$ cat src/rtl/multicycle_control_if.sv
// Multi-cycle control interface.
// Groups the instruction-register opcode, the memory ready handshake and every
// datapath control line into one bundle.
//   master : the control FSM. It takes op and mem_ready and drives the controls.
//   slave  : the datapath/memory side, or a testbench standing in for it.
interface multicycle_control_if #(
  parameter int OP_W    = 6,
  parameter int ALUOP_W = 2
);
  logic [OP_W-1:0]    op;
  logic               mem_ready;
  logic               pc_write;
  logic               pc_write_cond;
  logic               iord;
  logic               mem_read;
  logic               mem_write;
  logic               ir_write;
  logic               mem_to_reg;
  logic               reg_dst;
  logic               reg_write;
  logic               alu_src_a;
  logic [1:0]         alu_src_b;
  logic [ALUOP_W-1:0] alu_op;
  logic [1:0]         pc_src;
  logic               illegal_op;
  logic               instr_done;

  modport master (
    input  op, mem_ready,
    output pc_write, pc_write_cond, iord, mem_read, mem_write, ir_write,
           mem_to_reg, reg_dst, reg_write, alu_src_a, alu_src_b, alu_op,
           pc_src, illegal_op, instr_done
  );

  modport slave (
    output op, mem_ready,
    input  pc_write, pc_write_cond, iord, mem_read, mem_write, ir_write,
           mem_to_reg, reg_dst, reg_write, alu_src_a, alu_src_b, alu_op,
           pc_src, illegal_op, instr_done
  );
endinterface

$ cat src/rtl/multicycle_control.sv
// Multi-cycle MIPS main control FSM.
// Each instruction is sequenced over 3 to 5 states. Memory states stall on the
// mem_ready handshake. The block pulses instr_done in the last state of every
// instruction and pulses illegal_op when DECODE sees an undefined opcode.
// Ports:
//   clk : rising-edge clock
//   rst : synchronous, active-high reset. While it is high, every output is at
//         its default value.
//   bus : multicycle_control_if.master. The inputs are op and mem_ready; the
//         outputs are all the datapath mux selects and enables.
//
// state   | meaning
// --------+--------------------------------------------------------------
// FETCH   | read instruction at PC; on ready load IR and PC <= PC+4
// DECODE  | precompute branch target, dispatch on op
// MEMADR  | ALUOut <= rs + signext(imm) for LW/SW
// MEMRD   | read data memory at ALUOut, wait for ready
// MEMWB   | rt <= MDR
// MEMWR   | write data memory at ALUOut, wait for ready
// EXEC    | R-type ALU operation (funct-controlled)
// ALUWB   | rd <= ALUOut
// BRANCH  | compare rs/rt, conditional PC <= branch target
// ADDIEX  | rs + signext(imm)
// ADDIWB  | rt <= ALUOut
// JUMP    | PC <= jump target
module multicycle_control #(
  parameter int OP_W     = 6,
  parameter int ALUOP_W  = 2,
  parameter bit MEM_WAIT = 1'b1
) (
  input logic                 clk,
  input logic                 rst,
  multicycle_control_if.master bus
);

  localparam logic [OP_W-1:0] OP_RTYPE = OP_W'(6'h00);
  localparam logic [OP_W-1:0] OP_J     = OP_W'(6'h02);
  localparam logic [OP_W-1:0] OP_BEQ   = OP_W'(6'h04);
  localparam logic [OP_W-1:0] OP_ADDI  = OP_W'(6'h08);
  localparam logic [OP_W-1:0] OP_LW    = OP_W'(6'h23);
  localparam logic [OP_W-1:0] OP_SW    = OP_W'(6'h2B);

  localparam logic [ALUOP_W-1:0] ALU_ADD   = ALUOP_W'(2'b00);
  localparam logic [ALUOP_W-1:0] ALU_SUB   = ALUOP_W'(2'b01);
  localparam logic [ALUOP_W-1:0] ALU_FUNCT = ALUOP_W'(2'b10);

  typedef enum logic [3:0] {
    S_FETCH  = 4'd0,
    S_DECODE = 4'd1,
    S_MEMADR = 4'd2,
    S_MEMRD  = 4'd3,
    S_MEMWB  = 4'd4,
    S_MEMWR  = 4'd5,
    S_EXEC   = 4'd6,
    S_ALUWB  = 4'd7,
    S_BRANCH = 4'd8,
    S_ADDIEX = 4'd9,
    S_ADDIWB = 4'd10,
    S_JUMP   = 4'd11
  } state_t;

  state_t state, state_nxt;
  // op is only valid during DECODE. This flag remembers LW vs SW so that
  // MEMADR can choose its successor.
  logic   is_store;
  logic   ready_ok;

  // With MEM_WAIT=0 every memory state completes in one cycle.
  assign ready_ok = bus.mem_ready || !MEM_WAIT;

  always_ff @(posedge clk) begin
    if (rst) begin
      state    <= S_FETCH;
      is_store <= 1'b0;
    end else begin
      state <= state_nxt;
      if (state == S_DECODE) is_store <= (bus.op == OP_SW);
    end
  end

  always_comb begin
    state_nxt         = S_FETCH;
    bus.pc_write      = 1'b0;
    bus.pc_write_cond = 1'b0;
    bus.iord          = 1'b0;
    bus.mem_read      = 1'b0;
    bus.mem_write     = 1'b0;
    bus.ir_write      = 1'b0;
    bus.mem_to_reg    = 1'b0;
    bus.reg_dst       = 1'b0;
    bus.reg_write     = 1'b0;
    bus.alu_src_a     = 1'b0;
    bus.alu_src_b     = 2'b00;
    bus.alu_op        = ALU_ADD;
    bus.pc_src        = 2'b00;
    bus.illegal_op    = 1'b0;
    bus.instr_done    = 1'b0;

    // Reset holds every output at its default value. It also abandons the
    // in-flight instruction.
    if (!rst) begin
      case (state)
        S_FETCH: begin
          bus.mem_read  = 1'b1;
          bus.alu_src_b = 2'b01;
          if (ready_ok) begin
            bus.ir_write = 1'b1;
            bus.pc_write = 1'b1;
            state_nxt    = S_DECODE;
          end else begin
            state_nxt = S_FETCH;
          end
        end
        S_DECODE: begin
          bus.alu_src_b = 2'b11;
          case (bus.op)
            OP_LW, OP_SW: state_nxt = S_MEMADR;
            OP_RTYPE:     state_nxt = S_EXEC;
            OP_BEQ:       state_nxt = S_BRANCH;
            OP_ADDI:      state_nxt = S_ADDIEX;
            OP_J:         state_nxt = S_JUMP;
            default: begin
              // PC has already advanced in FETCH, so the bad word is skipped.
              bus.illegal_op = 1'b1;
              state_nxt      = S_FETCH;
            end
          endcase
        end
        S_MEMADR: begin
          bus.alu_src_a = 1'b1;
          bus.alu_src_b = 2'b10;
          state_nxt     = is_store ? S_MEMWR : S_MEMRD;
        end
        S_MEMRD: begin
          bus.mem_read = 1'b1;
          bus.iord     = 1'b1;
          state_nxt    = ready_ok ? S_MEMWB : S_MEMRD;
        end
        S_MEMWB: begin
          bus.reg_write  = 1'b1;
          bus.mem_to_reg = 1'b1;
          bus.instr_done = 1'b1;
          state_nxt      = S_FETCH;
        end
        S_MEMWR: begin
          bus.mem_write = 1'b1;
          bus.iord      = 1'b1;
          if (ready_ok) begin
            bus.instr_done = 1'b1;
            state_nxt      = S_FETCH;
          end else begin
            state_nxt = S_MEMWR;
          end
        end
        S_EXEC: begin
          bus.alu_src_a = 1'b1;
          bus.alu_op    = ALU_FUNCT;
          state_nxt     = S_ALUWB;
        end
        S_ALUWB: begin
          bus.reg_write  = 1'b1;
          bus.reg_dst    = 1'b1;
          bus.instr_done = 1'b1;
          state_nxt      = S_FETCH;
        end
        S_BRANCH: begin
          bus.alu_src_a     = 1'b1;
          bus.alu_op        = ALU_SUB;
          bus.pc_write_cond = 1'b1;
          bus.pc_src        = 2'b01;
          bus.instr_done    = 1'b1;
          state_nxt         = S_FETCH;
        end
        S_ADDIEX: begin
          bus.alu_src_a = 1'b1;
          bus.alu_src_b = 2'b10;
          state_nxt     = S_ADDIWB;
        end
        S_ADDIWB: begin
          bus.reg_write  = 1'b1;
          bus.instr_done = 1'b1;
          state_nxt      = S_FETCH;
        end
        S_JUMP: begin
          bus.pc_write   = 1'b1;
          bus.pc_src     = 2'b10;
          bus.instr_done = 1'b1;
          state_nxt      = S_FETCH;
        end
        default: state_nxt = S_FETCH;
      endcase
    end
  end

endmodule

$ cat src/flat_wrapper.sv
// flat-port wrapper written by rule: the top's interface ports become plain ports
module multicycle_control_flat 
#(
  parameter int OP_W     = 6,
  parameter int ALUOP_W  = 2,
  parameter bit MEM_WAIT = 1'b1
)
  (clk, rst, bus_op, bus_mem_ready, bus_pc_write, bus_pc_write_cond, bus_iord, bus_mem_read, bus_mem_write, bus_ir_write, bus_mem_to_reg, bus_reg_dst, bus_reg_write, bus_alu_src_a, bus_alu_src_b, bus_alu_op, bus_pc_src, bus_illegal_op, bus_instr_done);
  multicycle_control_if #(.OP_W(OP_W), .ALUOP_W(ALUOP_W)) bus_i ();
  input logic clk;
  input logic rst;
  input wire logic [$bits(bus_i.op)-1:0] bus_op;
  input wire logic [$bits(bus_i.mem_ready)-1:0] bus_mem_ready;
  output wire logic [$bits(bus_i.pc_write)-1:0] bus_pc_write;
  output wire logic [$bits(bus_i.pc_write_cond)-1:0] bus_pc_write_cond;
  output wire logic [$bits(bus_i.iord)-1:0] bus_iord;
  output wire logic [$bits(bus_i.mem_read)-1:0] bus_mem_read;
  output wire logic [$bits(bus_i.mem_write)-1:0] bus_mem_write;
  output wire logic [$bits(bus_i.ir_write)-1:0] bus_ir_write;
  output wire logic [$bits(bus_i.mem_to_reg)-1:0] bus_mem_to_reg;
  output wire logic [$bits(bus_i.reg_dst)-1:0] bus_reg_dst;
  output wire logic [$bits(bus_i.reg_write)-1:0] bus_reg_write;
  output wire logic [$bits(bus_i.alu_src_a)-1:0] bus_alu_src_a;
  output wire logic [$bits(bus_i.alu_src_b)-1:0] bus_alu_src_b;
  output wire logic [$bits(bus_i.alu_op)-1:0] bus_alu_op;
  output wire logic [$bits(bus_i.pc_src)-1:0] bus_pc_src;
  output wire logic [$bits(bus_i.illegal_op)-1:0] bus_illegal_op;
  output wire logic [$bits(bus_i.instr_done)-1:0] bus_instr_done;
  assign bus_i.op = bus_op;
  assign bus_i.mem_ready = bus_mem_ready;
  assign bus_pc_write = bus_i.pc_write;
  assign bus_pc_write_cond = bus_i.pc_write_cond;
  assign bus_iord = bus_i.iord;
  assign bus_mem_read = bus_i.mem_read;
  assign bus_mem_write = bus_i.mem_write;
  assign bus_ir_write = bus_i.ir_write;
  assign bus_mem_to_reg = bus_i.mem_to_reg;
  assign bus_reg_dst = bus_i.reg_dst;
  assign bus_reg_write = bus_i.reg_write;
  assign bus_alu_src_a = bus_i.alu_src_a;
  assign bus_alu_src_b = bus_i.alu_src_b;
  assign bus_alu_op = bus_i.alu_op;
  assign bus_pc_src = bus_i.pc_src;
  assign bus_illegal_op = bus_i.illegal_op;
  assign bus_instr_done = bus_i.instr_done;
  multicycle_control #(.OP_W(OP_W), .ALUOP_W(ALUOP_W), .MEM_WAIT(MEM_WAIT)) u_core (.clk(clk), .rst(rst), .bus(bus_i));
endmodule
$ cat config.mk
export PLATFORM = sky130hd
export DESIGN_NAME = multicycle_control_flat
export DESIGN_NICKNAME = d
export VERILOG_FILES = /design/src/rtl/multicycle_control_if.sv /design/src/rtl/multicycle_control.sv /design/src/flat_wrapper.sv
export SDC_FILE = /design/constraint.sdc
export NUM_CORES = 1
export LEC_CHECK = 0
export CAP_MARGIN = 20
export CORE_MARGIN = 10
export CORE_UTILIZATION = 37
export CTS_CLUSTER_DIAMETER = 40
export DETAILED_ROUTE_END_ITERATION = 16
export GPL_TIMING_DRIVEN = 0
export PLACE_DENSITY_LB_ADDON = 0.3
export SLEW_MARGIN = 25
export SYNTH_ARGS = -nofsm -noshare
export SYNTH_HDL_FRONTEND = slang
export SYNTH_SLANG_ARGS = --single-unit
$ cat constraint.sdc
create_clock -name clk -period 1.2 [get_ports clk]
set_clock_uncertainty 0.05 [all_clocks]
set_input_delay 0.12 -clock clk [delete_from_list [all_inputs] [get_ports clk]]
set_output_delay 0.12 -clock clk [all_outputs]
set_load 0.005 [all_outputs]
# Word-level counts from Yosys, hierarchy flattened
# Cells that the tools add are included.
dict set report totals {
  reg_bits 5
  elab_cells 66
  output_inout_bits 18
  inputBits 9
}
dict set report classes {
  mux 38
  eq_ne 16
  reduce_logical 10
}
# operator n
set op_table {}
lappend op_table {{case mux 4 bit (7 select lines)} 1}
lappend op_table {{2-to-1 mux 1 bit} 25}
lappend op_table {{case mux 4 bit (5 select lines)} 1}
lappend op_table {{== test 4 x 3 -> 1 bit (second input constant)} 4}
lappend op_table {{== test 4 bit (second input constant)} 4}
lappend op_table {{== test 6 bit (second input constant)} 2}
lappend op_table {{2-to-1 mux 3 bit} 3}
lappend op_table {{== test 4 x 2 -> 1 bit (second input constant)} 2}
lappend op_table {{case mux 2 bit (2 select lines)} 2}
lappend op_table {{OR reduction 2 bit} 4}
lappend op_table {{== test 6 x 2 -> 1 bit (second input constant)} 1}
lappend op_table {{== test 6 x 3 -> 1 bit (second input constant)} 1}
lappend op_table {{== test 6 x 4 -> 1 bit (second input constant)} 1}
lappend op_table {{zero test 6 bit} 1}
lappend op_table {{2-to-1 mux 2 bit} 3}
lappend op_table {{case mux 2 bit (3 select lines)} 1}
lappend op_table {{OR reduction 6 bit} 1}
lappend op_table {{OR reduction 5 bit} 1}
lappend op_table {{== test 4 x 1 -> 1 bit (second input constant)} 1}
lappend op_table {{zero test 4 bit} 1}
lappend op_table {{case mux 1 bit (2 select lines)} 2}
lappend op_table {{OR reduction 4 bit} 1}
lappend op_table {{OR reduction 3 bit} 1}

# Depth between registers and ports, before layout
dict set report logic_depth {
  word_depth 5
  depth_mapped 5
  mapped_depth_nobuf 4
}

# Least setup slack after synthesis
# Ideal clock, no wire load.
dict set report synth_path {
  kind {register -> output}
  from {reg u_core.state[2]}
  to {out bus_illegal_op}
  required_time_ns 1.030
  arrival_time_ns 1.098
  stages_incl_launch_ff 5
  slack_ns -0.068
  n_path_buf 1
  cell_sequence {dfxtp_1 buf_4 nor2_2 nand2_1 a2111oi_1}
}
dict set report synth_via {
  elab_chain_cells 3
}
# item line
set synth_rtl {}
lappend synth_rtl {{from (decl)} multicycle_control.sv:62} ;# state_t state, state_nxt;
lappend synth_rtl {{from (signal assigned)} multicycle_control.sv:76} ;# state <= state_nxt;
lappend synth_rtl {{== test 4 x 1 -> 1 bit} multicycle_control.sv:102} ;# case (state)
lappend synth_rtl {{2-to-1 mux 1 bit} multicycle_control.sv:102}
lappend synth_rtl {{2-to-1 mux 1 bit} multicycle_control.sv:101} ;# if (!rst) begin
lappend synth_rtl {{to (decl)} flat_wrapper.sv:27} ;# output wire logic [$bits(bus_i.illegal_op)-1:0] bus_illegal_op;
# Every way passes these cells.

# Worst setup path in the final report
dict set report layout_path {
  from {reg u_core.state[0]}
  to {out bus_instr_done}
}
dict set report layout_via {
  elab_chain_cells 4
  word_cells_on_any_way 9
  classes_between {eq/ne (6); mux (2); reduce/logical (1)}
}
# item line
set layout_rtl {}
lappend layout_rtl {{== test 4 x 3 -> 1 bit / == test 4 bit (equally long branches)} multicycle_control.sv:102}
lappend layout_rtl {{OR reduction 5 bit (no line)} n/a}
lappend layout_rtl {{case mux 1 bit (2 select lines) *} multicycle_control.sv:102}
lappend layout_rtl {{2-to-1 mux 1 bit *} multicycle_control.sv:101}
lappend layout_rtl {{to (decl)} flat_wrapper.sv:28} ;# output wire logic [$bits(bus_i.instr_done)-1:0] bus_instr_done;
# Every way passes the cells marked *; elsewhere a longest branch is shown, timed or not.

==> impl.org <==
** Run status
- Run status :: finished, violations left
- The checks that failed: setup timing.

** Timing
- Timing would allow up to about 660 MHz.
- Setup repair after global routing could not meet its margin everywhere.
- Number of slew-limit violations in the final report :: 0
- Worst path setup slack after routing :: -0.319 ns
- Slew at the pin with the worst max-slew slack :: between 0.4 and 0.5 ns
- Of the available clock period, the critical path in the final layout requires 1.27.
- Final-report hold violation count :: 0
- Subtracting the final worst setup slack from the clock period gives approximately 1.5 ns.
- Final setup violation count :: 23
- Rel. slew slack :: 0.718

** Placed design
- The congestion estimate from routability-driven global placement came to roughly 0.82.
- Port buffering added 25 buffers.
- Once placement completed, the tool counted placed cells totaling around 130.
- Before CTS, the worst setup slack after placement is -0.911 ns.
- Placed wire-length estimate :: approximately 1600 um

** Yosys
- Synthesized netlist net count :: between 100 and 150
- In the post-synthesis netlist, the biggest area contributors are sky130_fd_sc_hd__dfxtp_1, sky130_fd_sc_hd__nor2_1, sky130_fd_sc_hd__buf_4, sky130_fd_sc_hd__a21oi_1, sky130_fd_sc_hd__xnor2_1.
- Synthesized cell area :: 631 um^2
- Mean instance size in the synthesized netlist :: 6.78 um^2
- The share of synthesized area in the top cell type comes to 0.159.
- Summed over all instances, the cell type with the most area after synthesis is sky130_fd_sc_hd__dfxtp_1.
- Count of flip-flops with a built-in enable after synthesis :: 0
- Of the synthesized area, sequential elements account for 0.159.
- Share of synthesized flip-flops with an asynchronous set or reset :: 0
- Yosys instantiated no cell more often than sky130_fd_sc_hd__nor2_1.
- Yosys warns :: 0
- After synthesis, the most frequently instantiated cells are sky130_fd_sc_hd__nor2_1, sky130_fd_sc_hd__a21oi_1, sky130_fd_sc_hd__nand2_1.
- Counting distinct cell types in the post-synthesis netlist gives 37.
- Among all flip-flop cells after synthesis, the most frequent one is sky130_fd_sc_hd__dfxtp_1.
- Synthesized instance count :: 93
- In this run, synthesis produced a sequential element count of 5.

** Setup path
- The number of cells on the worst reg-to-reg path is 5.
- Kind of end point of the critical path :: primary output
- Flop2flop setup slack :: -0.22 ns
- The worst setup path is of the register to primary output kind.
- Worst Setup Start Kind :: register
- For the worst setup path, the data arrival time is 1.35 ns.
- STA puts the critical path data required time at 1.03 ns.
- Of all nets on the critical path, the largest fanout is 5.

** Cells and area
- For this run, the number of standard cells in the final layout without fillers is 166.
- Of the cells placed in the final design, the portion with a size suffix greater than 1 is 0.613.
- Layout Area Growth over Synthesis :: 110%
- Number of nets in the final layout :: 160
- The number of antenna diodes in the final layout is 0.

** Global route
- Number of antenna violations at the first check in global routing :: 0
- Wire length of the first global-routing pass :: between 4000 and 5000 um
- Summed over all layers, the global routing overflow is 0.
- For this run, the total global-route usage over all layers was measured as 0.168.
- Entering global routing, the biggest net connects 11 pins.
- The number of global-route vias before repair was ~960.

** Floorplanning
- Placement row count :: 14
- Overall die height :: slightly above 60 um
- Initial Utilization :: 0.404
- Core area :: 1560 um^2
- The die covers approximately 3800 um^2.
- Pin placement for this block handled 27 I/O pins.
- From left edge to right edge, the die measures 61.3 um.

** CTS
- The clock drives 5 sinks.
- No sink is reached through more buffers than the 2 on the longest clock path.
- Number of H-tree levels :: 1
- TritonCTS created 3 clock buffers.
- TritonCTS built the clock tree.
- Reg clk slew, reported paths :: 0.04 ns
- CTS placed an instance of sky130_fd_sc_hd__clkbuf_4 at the clock tree root.
- Latest clock arrival within the worst-skew pair :: between 0.2 and 0.3 ns

** Min path
- Cells on Worst Hold Path :: 3
- Path class of the lowest-slack min-delay path :: input port to register

** Run
- Across the run, the number of max-cap violations was 0.

** Pwr
- The worst-case IR drop observed on VDD is roughly 0.0005 V.
- For this design the ratio of total power to cell area is 446 nW/um^2.
- Leakage power figure :: 0.547 nW
- The completed layout was analyzed and its total power is between 0.5 and 0.6 mW.

** Route
- Pre-antenna DRT Iters :: 4
- Dividing the detail-routed via count by the number of cells gives 5.84.
- Number of nets with antenna violations after routing :: 0
- DRC Markers :: 0
- First DRT Iteration DRCs :: 33
- WL final :: roughly 3000 um
- WL/cell :: approximately 18 um
- Number of vias in the routed layout :: about 970
## metrics by stage
stage               TNS (ns)   util  instance area (um^2)  hold slack [ns]
finish                 -5.30  0.848                  1320            0.143
global route           -6.55  0.848                  1320            0.175
CTS                    -4.54  0.785                  1220            0.151
detailed placement    -14.16  0.585                   912            0.388
global placement      -13.62  0.585                   912            0.388
floorplan            -0.0267      -                   642            0.150
## metal layers
metal,track usage,vias up,routed length (um)
met5,0,-,0
met4,0.0717,0,76
met3,0.0391,9,160
met2,0.302,32,1550
met1,0.185,468,1250
li1,-,460,-
## final timing paths
kind                   startpoint         endpoint
setup / recovery  u_core.state[0]   bus_instr_done
hold / removal          bus_op[3]  u_core.is_store
setup reg to reg  u_core.state[3]  u_core.state[1]
hold reg to reg   u_core.is_store  u_core.is_store
## layout by cell type (no fill, tap or decap), types with 2 or more instances in the layout
master,instances
sky130_fd_sc_hd__a2111oi_2,2
sky130_fd_sc_hd__a21oi_1,4
sky130_fd_sc_hd__a21oi_2,2
sky130_fd_sc_hd__a31oi_1,2
sky130_fd_sc_hd__buf_2,18
sky130_fd_sc_hd__buf_4,19
sky130_fd_sc_hd__buf_6,11
sky130_fd_sc_hd__buf_8,4
sky130_fd_sc_hd__clkbuf_4,3
sky130_fd_sc_hd__dfxtp_4,3
sky130_fd_sc_hd__dlygate4sd2_1,7
sky130_fd_sc_hd__inv_1,2
sky130_fd_sc_hd__nand2_1,3
sky130_fd_sc_hd__nand2_2,3
sky130_fd_sc_hd__nand2b_4,3
sky130_fd_sc_hd__nand3_1,2
sky130_fd_sc_hd__nand3_2,2
sky130_fd_sc_hd__nand3b_1,3
sky130_fd_sc_hd__nor2_1,12
sky130_fd_sc_hd__nor2_2,3
sky130_fd_sc_hd__nor2_4,2
sky130_fd_sc_hd__nor3_1,3
sky130_fd_sc_hd__nor3_2,2
sky130_fd_sc_hd__nor3_4,2
sky130_fd_sc_hd__nor4_4,2
sky130_fd_sc_hd__o21ai_0,2
sky130_fd_sc_hd__o21ai_2,2
sky130_fd_sc_hd__xnor2_1,2
## report_power, final
group / switching, mW / internal (mW) / leakage (nW)
logic: 0.111 / 0.102 / 0.489
registers: 0.00594 / 0.165 / 0.0433
clock network: 0.0788 / 0.126 / 0.0150
## layout make-up
| type | instances | area [um^2] |
|---|---|---|
| multi-input cells | 77 | 637 |
| repair buffers | 53 | 412 |
| well taps | 16 | 20.0 |
| plain buffers | 8 | 100 |
| inverters | 3 | 15.0 |
| flip-flops and latches | 5 | 113 |
| clock buffers | 4 | 26.3 |
| fillers | 87 | 236 |
## state kept, by name, summed over array words and instances, names as in the netlist
| name | flops |
|---|---|
| u_core.is_store | 1 |
| u_core.state | 4 |
## logic make-up (layout without fill, tap and decap cells)
kind of cell	count (synthesis)	count (layout)	share of synthesized area
flip-flops	5	5	0.159
buffers and inverters	11	68	0.0992
AND/OR/NAND/NOR	52	52	0.458
XOR/XNOR	3	3	0.0417
AO/OA/AOI/OAI	22	22	0.242
## worst max-delay path: stages (launching register included)
cell and delay, ns:
sky130_fd_sc_hd__dfxtp_4 0.37, sky130_fd_sc_hd__nand2b_4 0.16, sky130_fd_sc_hd__nand2_2 0.06, sky130_fd_sc_hd__a2111oi_2 0.33, sky130_fd_sc_hd__buf_2 0.17
## repair_timing
item	in CTS	in global routing
gates resized for setup	134	12
hold buffers	0	0
pin swaps	16	11
buffers inserted	20	7
setup endpoints to repair	23	23
cloned	1	0
Power figures use the tool's default switching activity.
